## src/rtl/seven_segment_pkg.sv

```systemverilog
// Shared seven-segment definitions: segment patterns (bit0=a .. bit6=g),
// the blank pattern, and the decoder state encoding.
package seven_segment_pkg;

  localparam logic [6:0] SEG_BLANK = 7'h00;

  localparam logic [6:0] SEG_0 = 7'h3F;
  localparam logic [6:0] SEG_1 = 7'h06;
  localparam logic [6:0] SEG_2 = 7'h5B;
  localparam logic [6:0] SEG_3 = 7'h4F;
  localparam logic [6:0] SEG_4 = 7'h66;
  localparam logic [6:0] SEG_5 = 7'h6D;
  localparam logic [6:0] SEG_6 = 7'h7D;
  localparam logic [6:0] SEG_7 = 7'h07;
  localparam logic [6:0] SEG_8 = 7'h7F;
  localparam logic [6:0] SEG_9 = 7'h67;
  localparam logic [6:0] SEG_A = 7'h77;
  localparam logic [6:0] SEG_B = 7'h7C;
  localparam logic [6:0] SEG_C = 7'h39;
  localparam logic [6:0] SEG_D = 7'h5E;
  localparam logic [6:0] SEG_E = 7'h79;
  localparam logic [6:0] SEG_F = 7'h71;

  localparam int unsigned CNT_W   = 8;
  localparam logic [CNT_W-1:0] CNT_MAX = 8'hFF;

  localparam logic [3:0] DIGIT_INVALID = 4'hF;

  typedef enum logic [1:0] {
    IDLE   = 2'd0,
    SETTLE = 2'd1,
    HOLD   = 2'd2
  } decoder_state_t;

endpackage

```

## src/rtl/seven_segment_lut.sv

```systemverilog
// Combinational segment-pattern to digit lookup. Hex letters A..F are
// accepted only when SEVEN_SEGMENT_DECODER_HEX_EN is defined.
module seven_segment_lut
  import seven_segment_pkg::*;
(
  input  logic [6:0] seg_i,
  output logic       valid_o,
  output logic [3:0] digit_o
);

  always_comb begin
    valid_o = 1'b1;
    digit_o = DIGIT_INVALID;
    case (seg_i)
      SEG_0:   digit_o = 4'h0;
      SEG_1:   digit_o = 4'h1;
      SEG_2:   digit_o = 4'h2;
      SEG_3:   digit_o = 4'h3;
      SEG_4:   digit_o = 4'h4;
      SEG_5:   digit_o = 4'h5;
      SEG_6:   digit_o = 4'h6;
      SEG_7:   digit_o = 4'h7;
      SEG_8:   digit_o = 4'h8;
      SEG_9:   digit_o = 4'h9;
`ifdef SEVEN_SEGMENT_DECODER_HEX_EN
      SEG_A:   digit_o = 4'hA;
      SEG_B:   digit_o = 4'hB;
      SEG_C:   digit_o = 4'hC;
      SEG_D:   digit_o = 4'hD;
      SEG_E:   digit_o = 4'hE;
      SEG_F:   digit_o = 4'hF;
`endif
      default: begin
        valid_o = 1'b0;
        digit_o = DIGIT_INVALID;
      end
    endcase
  end

endmodule

```

## src/rtl/seven_segment_decoder.sv

```systemverilog
// Debounced seven-segment bus decoder with a one-entry valid/ready output
// register and sticky overrun flag. Hex digits via SEVEN_SEGMENT_DECODER_HEX_EN.
module seven_segment_decoder
  import seven_segment_pkg::*;
#(
  parameter int unsigned STABLE_CYCLES = 4
) (
  input  logic       clk,
  input  logic       rst,
  input  logic [6:0] seg_in,
  input  logic       out_ready,
  input  logic       overrun_clr,
  output logic       out_valid,
  output logic [3:0] digit_out,
  output logic       invalid_out,
  output logic       overrun_out
);

  localparam logic [CNT_W-1:0] SETTLE_LAST = CNT_W'(STABLE_CYCLES - 1);

  decoder_state_t   state_q, state_d;
  logic [6:0]       seg_q;
  logic [CNT_W-1:0] cnt_q, cnt_d;
  logic             out_valid_q, out_valid_d;
  logic [3:0]       digit_q, digit_d;
  logic             invalid_q, invalid_d;
  logic             overrun_q, overrun_d;

  logic             change;
  logic             emit;
  logic             xfer;
  logic             lut_valid;
  logic [3:0]       lut_digit;

  // Decode the registered pattern: it is the one that has proven stable.
  seven_segment_lut u_lut (
    .seg_i   (seg_q),
    .valid_o (lut_valid),
    .digit_o (lut_digit)
  );

  assign change = (seg_in != seg_q);

  always_comb begin
    state_d = state_q;
    emit    = 1'b0;
    cnt_d   = (cnt_q == CNT_MAX) ? cnt_q : cnt_q + 1'b1;
    if (change) begin
      cnt_d   = '0;
      state_d = SETTLE;
    end else if (state_q == SETTLE && cnt_q == SETTLE_LAST) begin
      if (seg_q == SEG_BLANK) begin
        state_d = IDLE;
      end else begin
        emit    = 1'b1;
        state_d = HOLD;
      end
    end
  end

  // Output register: a new result may load only into an empty or draining slot.
  always_comb begin
    xfer        = out_valid_q & out_ready;
    out_valid_d = out_valid_q;
    digit_d     = digit_q;
    invalid_d   = invalid_q;
    overrun_d   = overrun_q & ~overrun_clr;
    if (emit && (!out_valid_q || xfer)) begin
      out_valid_d = 1'b1;
      digit_d     = lut_digit;
      invalid_d   = ~lut_valid;
    end else if (emit) begin
      overrun_d   = 1'b1;
    end else if (xfer) begin
      out_valid_d = 1'b0;
    end
  end

  always_ff @(posedge clk) begin
    if (rst) begin
      seg_q       <= SEG_BLANK;
      cnt_q       <= '0;
      state_q     <= IDLE;
      out_valid_q <= 1'b0;
      digit_q     <= 4'h0;
      invalid_q   <= 1'b0;
      overrun_q   <= 1'b0;
    end else begin
      seg_q       <= seg_in;
      cnt_q       <= cnt_d;
      state_q     <= state_d;
      out_valid_q <= out_valid_d;
      digit_q     <= digit_d;
      invalid_q   <= invalid_d;
      overrun_q   <= overrun_d;
    end
  end

  assign out_valid   = out_valid_q;
  assign digit_out   = digit_q;
  assign invalid_out = invalid_q;
  assign overrun_out = overrun_q;

endmodule
```

## config.mk

```make
export PLATFORM = sky130hd
export DESIGN_NAME = seven_segment_decoder
export DESIGN_NICKNAME = d
export VERILOG_FILES = /design/src/rtl/seven_segment_pkg.sv /design/src/rtl/seven_segment_lut.sv /design/src/rtl/seven_segment_decoder.sv
export SDC_FILE = /design/constraint.sdc
export NUM_CORES = 1
export LEC_CHECK = 0
export CAP_MARGIN = 40
export CORE_ASPECT_RATIO = 0.6
export CORE_UTILIZATION = 45
export DETAILED_ROUTE_END_ITERATION = 10
export PLACE_DENSITY = 0.7
export RECOVER_POWER = 100
export SYNTH_ARGS = -nofsm -noshare
export SYNTH_HDL_FRONTEND = slang
export SYNTH_HIERARCHICAL = 1
export SYNTH_SLANG_ARGS = --single-unit
```

## constraint.sdc

```tcl
create_clock -name clk -period 1.9 [get_ports clk]
set_input_delay 0.57 -clock clk [delete_from_list [all_inputs] [get_ports clk]]
set_output_delay 0.57 -clock clk [all_outputs]
set_load 0.01 [all_outputs]
```

# [Word-level counts from Yosys, hierarchy flattened]
# Cells that the tools add are included.
[classes] addsub=1 reduce_logical=10 muxes=13 n_eq_ne=15 bitwise_logic=4
[op_table] operator="7-bit == test (second input constant)" count=7
[op_table] operator="4-bit case mux with 10 select lines" count=1
[op_table] operator="7-bit by 3-bit == test with 1-bit output (second input constant)" count=2
[op_table] operator="1-bit two-way mux" count=11
[op_table] operator="10-bit OR reduction" count=1
[op_table] operator="8-bit by 1-bit adder with 8-bit output (second input constant)" count=1
[op_table] operator="8-bit by 2-bit == test with 1-bit output (second input constant)" count=1
[op_table] operator="8-bit == test (second input constant)" count=1
[op_table] operator="7-bit by 6-bit == test with 1-bit output (second input constant)" count=1
[op_table] operator="7-bit zero test" count=1
[op_table] operator="7-bit != test" count=1
[op_table] operator="2-bit nonzero test" count=2
[op_table] operator="1-bit bitwise AND" count=2
[op_table] operator="2-bit by 1-bit == test with 1-bit output (second input constant)" count=1
[op_table] operator="1-bit logical AND" count=2
[op_table] operator="2-bit two-way mux" count=1
[op_table] operator="2-bit by 1-bit != test with 1-bit output (second input constant)" count=1
[op_table] operator="1-bit inverter" count=2
[op_table] operator="2-bit AND reduction" count=1
[op_table] operator="2-bit OR reduction" count=1
[op_table] operator="1-bit zero test" count=1
[op_table] operator="1-bit logical OR" count=1
[word_totals] regBits=24

# [Logic depth before layout (Yosys ltp)]
# Gate-level depths: netlist of run 1.
[logic_depth] depth_word=7 ltp_mapped=7 mapped_depth_nobuf=6

# [By module]
# The synthesis of run 1 kept the hierarchy.
[by_module_without_submodules] module="seven_segment_decoder" area_per_inst_um2=1112.3 seq_area_each_um2=480.5 cells_each=109 n_inst=1
[by_module_without_submodules] module="seven_segment_lut" area_per_inst_um2=302.8 seq_area_each_um2=0.0 cells_each=41 n_inst=1

# [Least setup slack after synthesis of run 1]
# OpenSTA, ideal clock, no wires.
[synth_timing] path_type="register to register" start="register seg_q[5]" end="register invalid_q, in the netlist invalid_out" path_stages_with_launch=8 required_ns=1.779 period_less_slack_ns=1.855 setup_slack_ns=0.045 t_arrival_ns=1.734 n_path_buf=1 setup_ns=0.121 path_cell_list="dfxtp_1 > buf_4 > and3_4 > or4b_4 > o221ai_2 > or2_1 > nor2_1 > mux2_4"
[synth_between] word_cells_on_any_way=19 cone_classes="eq/ne (11); mux (4); bitwise (1); reduce/logical (3)"
[synth_rtl] element="from (decl)" line="seven_segment_decoder.sv:22" source="logic [6:0] seg_q;"
[synth_rtl] element="from (signal assigned)" line="seven_segment_decoder.sv:89" source="seg_q <= seg_in;"
[synth_rtl] element="7-bit by 6-bit == test with 1-bit output (tied with other cells)" line="seven_segment_lut.sv:14" source="case (seg_i)"
[synth_rtl] element="10-bit OR reduction (no source line) *"
[synth_rtl] element="1-bit two-way mux *" line="seven_segment_lut.sv:14"
[synth_rtl] element="named net lut_valid" line="seven_segment_decoder.sv:32" source="logic lut_valid;"
[synth_rtl] element="1-bit inverter *" line="seven_segment_decoder.sv:71" source="invalid_d = ~lut_valid;"
[synth_rtl] element="to (signal assigned)" line="seven_segment_decoder.sv:94" source="invalid_q <= invalid_d;"
[synth_rtl] element="to (decl)" line="seven_segment_decoder.sv:26" source="logic invalid_q, invalid_d;"
# The timed path passes the listed nets; every way through them passes the cells marked *.
# A chain may end at the register's enable or synchronous reset.

# [Worst setup path after layout of run 1]
[layout_timing] start="input port seg_in[0]" end="register overrun_q, in the netlist overrun_out"
[layout_between] elab_chain_cells=4 word_cells_on_any_way=5 cone_classes="eq/ne (1); mux (3); reduce/logical (1)"
[layout_rtl] element="from (decl)" line="seven_segment_decoder.sv:10" source="input logic [6:0] seg_in,"
[layout_rtl] element="7-bit != test *" line="seven_segment_decoder.sv:42" source="assign change = (seg_in != seg_q);"
[layout_rtl] element="1-bit two-way mux *" line="seven_segment_decoder.sv:48" source="if (change) begin"
[layout_rtl] element="1-bit two-way mux / 1-bit logical AND (equally long branches)" line="seven_segment_decoder.sv:72, seven_segment_decoder.sv:68"
[layout_rtl] element="1-bit two-way mux *" line="seven_segment_decoder.sv:68" source="if (emit && (!out_valid_q || xfer)) begin"
[layout_rtl] element="to (signal assigned)" line="seven_segment_decoder.sv:95" source="overrun_q <= overrun_d;"
[layout_rtl] element="to (decl)" line="seven_segment_decoder.sv:27" source="logic overrun_q, overrun_d;"
# Every way passes the cells marked *; elsewhere a longest branch is shown, timed or not.

==> results of run 1 <==
==> cells in the final DEF, fill, tap and decap left out, types with 2 or more instances in the layout <==
master           netlist  layout
dfxtp_1               24      23
a211oi_1               2       2
nor2b_1               10      10
nor2_1                12      12
and3_1                 2       2
mux2i_1                7       7
buf_4                  1      12
dlygate4sd2_1          0       7
clkbuf_4               0       2
clkbuf_8               0       3
nand3_1                6       5
or4_4                  2       2
dlygate4sd3_1          0       8
o21ai_0                3       3
a21oi_1                5       5
nand2b_1              10      10
nand2_1                6       6
clkdlybuf4s50_1        0       2
nand4_1                3       3
inv_1                  3       3
xnor2_1               11      11
nor3_1                 5       5
nor4_1                 2       2
==> tightest hold or removal path: stages (launching register included) <==
cell and delay, ns:
dfxtp_1 0.31, nand2b_1 0.06, mux2i_1 0.05
==> report_power, final <==
group	internal [mW]	total (mW)	switching [mW]
Clock	0.282	0.446	0.164
Sequential	0.512	0.524	0.0124
Combinational	0.0687	0.133	0.0643
Total	0.863	1.10	0.241
==> cells by family (layout without fill, tap and decap cells) <==
logic type	after synthesis	count (layout)	share of synthesized area, %
simple gates	70	70	32.3
fa+ha+maj	1	1	0.884
mux	8	8	6.01
buf+inv	11	38	4.42
flops	24	24	34.0
compound gates	24	24	15.0
xor+xnor	12	12	7.43
==> layer usage <==
metal / part of all wire, % / routed length, microns / vias up
met3: 5.1 / 153 / 9
met4: 1.5 / 44 / 0
met1: 50 / 1490 / 536
met5: 0 / 0 / -
li1: - / - / 599
met2: 44 / 1320 / 38
==> synthesized netlist by cell type (2+ instances only) <==
cell type and n:
dfxtp_1 24, nor2_1 12, xnor2_1 11, nand2b_1 10, nor2b_1 10, mux2i_1 7, nand2_1 6, nand3_1 6
a21oi_1 5, nor3_1 5, clkbuf_1 3, inv_1 3, nand4_1 3, o21ai_0 3, a211oi_1 2, and3_1 2
buf_2 2, buf_6 2, nor4_1 2, or4_4 2
==> through the flow <==
stage / hold slack (ns) / TNS, ns / setup WS, ns / total power [mW]
after floorplan: 0.442 / 0 / 0.0448 / 0.615
after global placement: 0.447 / -4.93 / -0.373 / 0.659
after detailed placement: 0.465 / -5.61 / -0.401 / 0.664
after CTS: 0.479 / 0 / 0.0757 / 1.12
after global routing: 0.507 / 0 / 0.000379 / 1.15
final: 0.471 / 0 / 0.0722 / 1.10
==> area by class of cell <==
type	count	area, sq um	share of cell area (%)
tap	42	52.6	2.98
inverter	3	11.3	0.638
sequential	24	482	27.3
multi-input combinational	115	882	50.0
timing repair buffer	31	267	15.1
clock buffer	3	41.3	2.34
clock inverter	1	30.0	1.70
==> worst max-delay path by stage <==
stage | startpoint | endpoint | slack [ns] | cells past startpoint
after global routing | seg_q[5] | invalid_out | 0.0004 | 7
after CTS | seg_in[1] | overrun_out | 0.08 | 5
after global placement | seg_in[1] | overrun_out | -0.37 | 5
after floorplan | seg_q[5] | invalid_out | 0.04 | 7
final | seg_in[0] | overrun_out | 0.07 | 5
after detailed placement | seg_in[1] | overrun_out | -0.40 | 5
==> registers in the layout (all words and copies together), names as in the netlist <==
| name | flops |
|---|---|
| cnt_q | 8 |
| state_q | 2 |
| seg_q | 7 |
| digit_out | 4 |
| invalid_out | 1 |
| out_valid | 1 |
| overrun_out | 1 |
==> what timing repair did <==
| item | in CTS | in global routing |
|---|---|---|
| setup buffers | 3 | 0 |
| setup endpoints to repair | 13 | 2 |
| gates cloned | 0 | 0 |
| resized for setup | 9 | 1 |
| pin swaps | 9 | 0 |
==> impl_metrics.ini, run 1 <==
[final_layout]
fin_util_pct = 60.3
area_growth_pct = 24.8
layout-drive-gt1-share_pct = 19.8
postLayoutCellArea_sq_um = 1770
num-nets-final = 190
fillers = 265
n_antenna_cell = 0
fin_cells = 219

[sta]
skew_ns = 0.0108
timing.final.crit_share_pct = 96.2
max_freq_mhz = 547
hold_viol = 0
rsz0062_at_grt = false
worst_slew_pin_slew_ns = 0.393
setup_violations = 0
slew_headroom_pct = 73.5
period_needed_ns = 1.83
slew_violations = 0

[floorplanning]
dieHeight_microns = 45.4
die_area_sq_um = 3380
coreArea_sq_um = 2930
num_rows = 15
start_util_pct = 48.3
die_x_microns = 74.4
io_pins = 18

[power]
power_density_nw_per_um2 = 625
power_leakage_nw = 0.657
max-vdd-ir-drop_uv = 336

[grt]
gr-usage-all-layers_pct = 20.6
grt_max_degree = 22
top_usage_layer = met2
grt.overflow.total = 0
grt_pass1_vias = 1137
grtUsageMet2_pct = 32.3
grt.met3_usage_pct = 4.65
grtUsageMet1_pct = 29.1
antenna_found_initial = 0
grt_pass1_wl_mm = 5.18

[setup_path]
r2r_start = seg_q[4]
crit_arrival_ns = 2.02
crit_required_ns = 2.09
rr_endpoint = overrun_out
crit_fanout = 4
crit_path_cell_trace = dlygate4sd2_1 > xnor2_1 > nand4_1 > or4_4 > o32ai_2
endpoint_kind = register
path_class = input pin to register
r2r_setup_slack_ns = 0.11
ff2ff_path_depth = 4
crit_buf_inv = 1
cp-start-kind = input pin
critPathMaxStageDelay_ns = 0.55
cp_slowest_cell = or4_4
critPathTopFamily = simple AND/OR/NAND/NOR gates

[yosys]
synth_ff_type = dfxtp_1
syn_nets = 162
synthArstFlopShare_pct = 0
synth_area_leaders = dfxtp_1 34%, xnor2_1 6.8%, mux2i_1 5.0%
synth.yosys.warnings = 6
synth-seq-cells = 24
avgSynthCellArea_sq_um = 9.43
synth_edf_count = 0
yosys.area.top_type = dfxtp_1
synth.top_cell.area_share_pct = 34.0
ys_seq_area_share_pct = 34.0
synth_cell_type_count = 50
synthCells = 150
synth_area_sq_um = 1420

[place]
place_area_sq_um = 1670
placedCellCount = 212
hpwl_mm = 2.21
io_buffers = 17
place.gp.congestion = 0.830

[clock_tree]
cts-root-buf = clkbuf_8
ctsHoldBuffers = 0
clk_pin_slew_ns = 0.09
insertion_delay_ns = 0.27
cts_htree_levels = 1
numCtsBuffers = 3
cts_tree = yes
cts_max_path_buffers = 2
cts.sinks = 24

[drt]
ant_nets = 0
routedWlPerCell_microns = 13.7
vias = 1182
drt_pass1_iterations = 4
drc = 0
dr.first_iter.drc_count = 118
wl_mm = 3.01
vias_per_cell = 5.40

[run]
maxCapViolCount = 0

[min_path]
holdPathEnd = digit_out[1]
hold_path_startpoint = digit_out[1]
holdPathStages = 2
worstHoldPathType = register to register

[outcome]
outcome = completed
Power figures use the tool's default switching activity.
==> inputs of run 2 (changes only) <==
CORE_ASPECT_RATIO = 1.1   (was 0.6)
==> run 2 against run 1 <==
Global-route usage is 1.4 points lower. Cell count is 4.6% lower. Critical path depth is 4 lower. Sequential share of layout area is 0.70 points higher. Clock power is 39% lower. Highest routed layer unchanged. Count of clock-buffer cells in the layout is 1 higher. First-iteration DRC count is 56% lower.
==> impl_metrics.ini, run 2 (synthesis gave the netlist of run 1 again) <==
[place]
placedCellCount = 205
place.gp.congestion = 0.832
place_area_sq_um = 1670
hpwl_mm = 2.20
io_buffers = 17

[setup_path]
crit_fanout = 2
critPathMaxStageDelay_ns = 0.55
critPathTopFamily = buffers and inverters
rr_endpoint = invalid_out
endpoint_kind = output pin
ff2ff_path_depth = 6
crit_arrival_ns = 1.24
cp_slowest_cell = clkdlybuf4s50_1
r2r_start = seg_q[2]
crit_required_ns = 1.33
crit_buf_inv = 1
r2r_setup_slack_ns = 0.09
cp-start-kind = register
path_class = register to output pin
crit_path_cell_trace = clkdlybuf4s50_1

[grt]
antenna_found_initial = 0
grt_max_degree = 22
grt_pass1_vias = 1201
grt.overflow.total = 0
grt_pass1_wl_mm = 5.10
gr-usage-all-layers_pct = 19.2

[clock_tree]
cts_max_path_buffers = 2
cts-root-buf = clkbuf_4
cts_tree = yes
insertion_delay_ns = 0.32
numCtsBuffers = 3
cts.sinks = 24
postCtsSetupRepairBufs = 0
cts_htree_levels = 1
clk_pin_slew_ns = 0.13
ctsHoldBuffers = 0

[sta]
setup_violations = 0
slew_violations = 0
timing.final.crit_share_pct = 95.2
rsz0062_at_grt = false
worst_slew_pin_slew_ns = 0.374
max_freq_mhz = 553
slew_headroom_pct = 74.8
hold_viol = 0
period_needed_ns = 1.81
skew_ns = 0.00256

[drt]
routedWlPerCell_microns = 13.8
wl_mm = 2.88
dr.first_iter.drc_count = 52
ant_nets = 0
vias_per_cell = 5.83
drc = 0
vias = 1218
drt_pass1_iterations = 4

[final_layout]
fin_cells = 209
area_growth_pct = 22.3
layout_common_cells = 21 x dfxtp_1, 12 x nor2_1, 11 x buf_4
top_register = cnt_q
largest_reg_flops = 8
final_common_cell = dfxtp_1
n_antenna_cell = 0
fillers = 260
num-nets-final = 189
postLayoutCellArea_sq_um = 1730
layout-drive-gt1-share_pct = 20.5

[floorplanning]
die_x_microns = 55.5
coreArea_sq_um = 2880
dieHeight_microns = 60.8
io_pins = 18
num_rows = 20
die_area_sq_um = 3370
start_util_pct = 49.2

[min_path]
holdPathEnd = state_q[1]
holdPathStages = 1
worstHoldPathType = register to register
hold_path_startpoint = state_q[1]

[power]
max-vdd-ir-drop_uv = 351
power_density_nw_per_um2 = 537
power_leakage_nw = 0.641

[run]
maxCapViolCount = 0

[outcome]
outcome = completed
==> run 2: cell count changes in the layout (fill, tap and decap cells not counted), sizes merged <==
cell / previous run / this run
buf: 12 / 11
bufinv: 1 / 0
clkbuf: 5 / 6
clkdlybuf4s50: 2 / 9
dlygate4sd2: 7 / 4
dlygate4sd3: 8 / 1
dlymetal6s2s: 0 / 3
==> run 2: per-layer routing <==
metal / global-route usage, % / wire (microns)
met5: 0 / 0
met4: 10.0 / 42
met3: 3.20 / 116
met2: 34.4 / 1440
met1: 22.6 / 1280
==> run 2: how the worst max path moves through the flow <==
stage	from	endpoint	slack, ns	cells after the start
final	out_valid	out_valid	0.09	1
after global routing	seg_q[2]	invalid_out	0.007	6
after CTS	seg_in[5]	overrun_out	0.01	5
after detailed placement	seg_in[1]	overrun_out	-0.42	5
after global placement	seg_in[0]	overrun_out	-0.37	5
after floorplan	seg_q[5]	invalid_out	0.04	7
==> run 2: metrics by stage <==
step | setup slack [ns] | setup TNS [ns] | hold slack, ns | power, mW | utilization (%)
finish | 0.0905 | 0 | 0.485 | 0.930 | 60.1
global route | 0.00685 | 0 | 0.518 | 0.972 | 60.1
CTS | 0.00952 | 0 | 0.489 | 0.930 | 59.4
detailed placement | -0.423 | -6.02 | 0.459 | 0.664 | 58.1
global placement | -0.366 | -5.22 | 0.458 | 0.660 | 58.1
floorplan | 0.0448 | 0 | 0.442 | 0.615 | -
==> run 2: timing repair <==
action / CTS / global route
pin swaps: 4 / 5
endpoints found under the setup margin: 14 / 14
cloned: 0 / 0
resized for setup: 5 / 10
==> run 2: cell type report <==
type / count / area, sq um / share of cell area [%]
well taps: 33 / 41.3 / 2.39
multi-input cells: 115 / 891 / 51.5
inverters: 3 / 11.3 / 0.651
flip-flops and latches: 24 / 484 / 28.0
clock buffers: 4 / 36.3 / 2.10
repair buffers: 30 / 267 / 15.4
==> run 2: worst reg2reg max path, cell delays in order, from the launching register on <==
cell      delay, ns
dfxtp_1        0.44
and3_4         0.23
or4b_4         0.49
o221ai_2       0.11
or2_1          0.14
nor2_1         0.05
mux2_4         0.25
==> run 2: where the power goes <==
part	internal, mW	total (mW)	switching, mW
registers	0.513	0.529	0.0156
logic	0.0685	0.127	0.0589
clock network	0.117	0.274	0.156
total	0.699	0.930	0.231
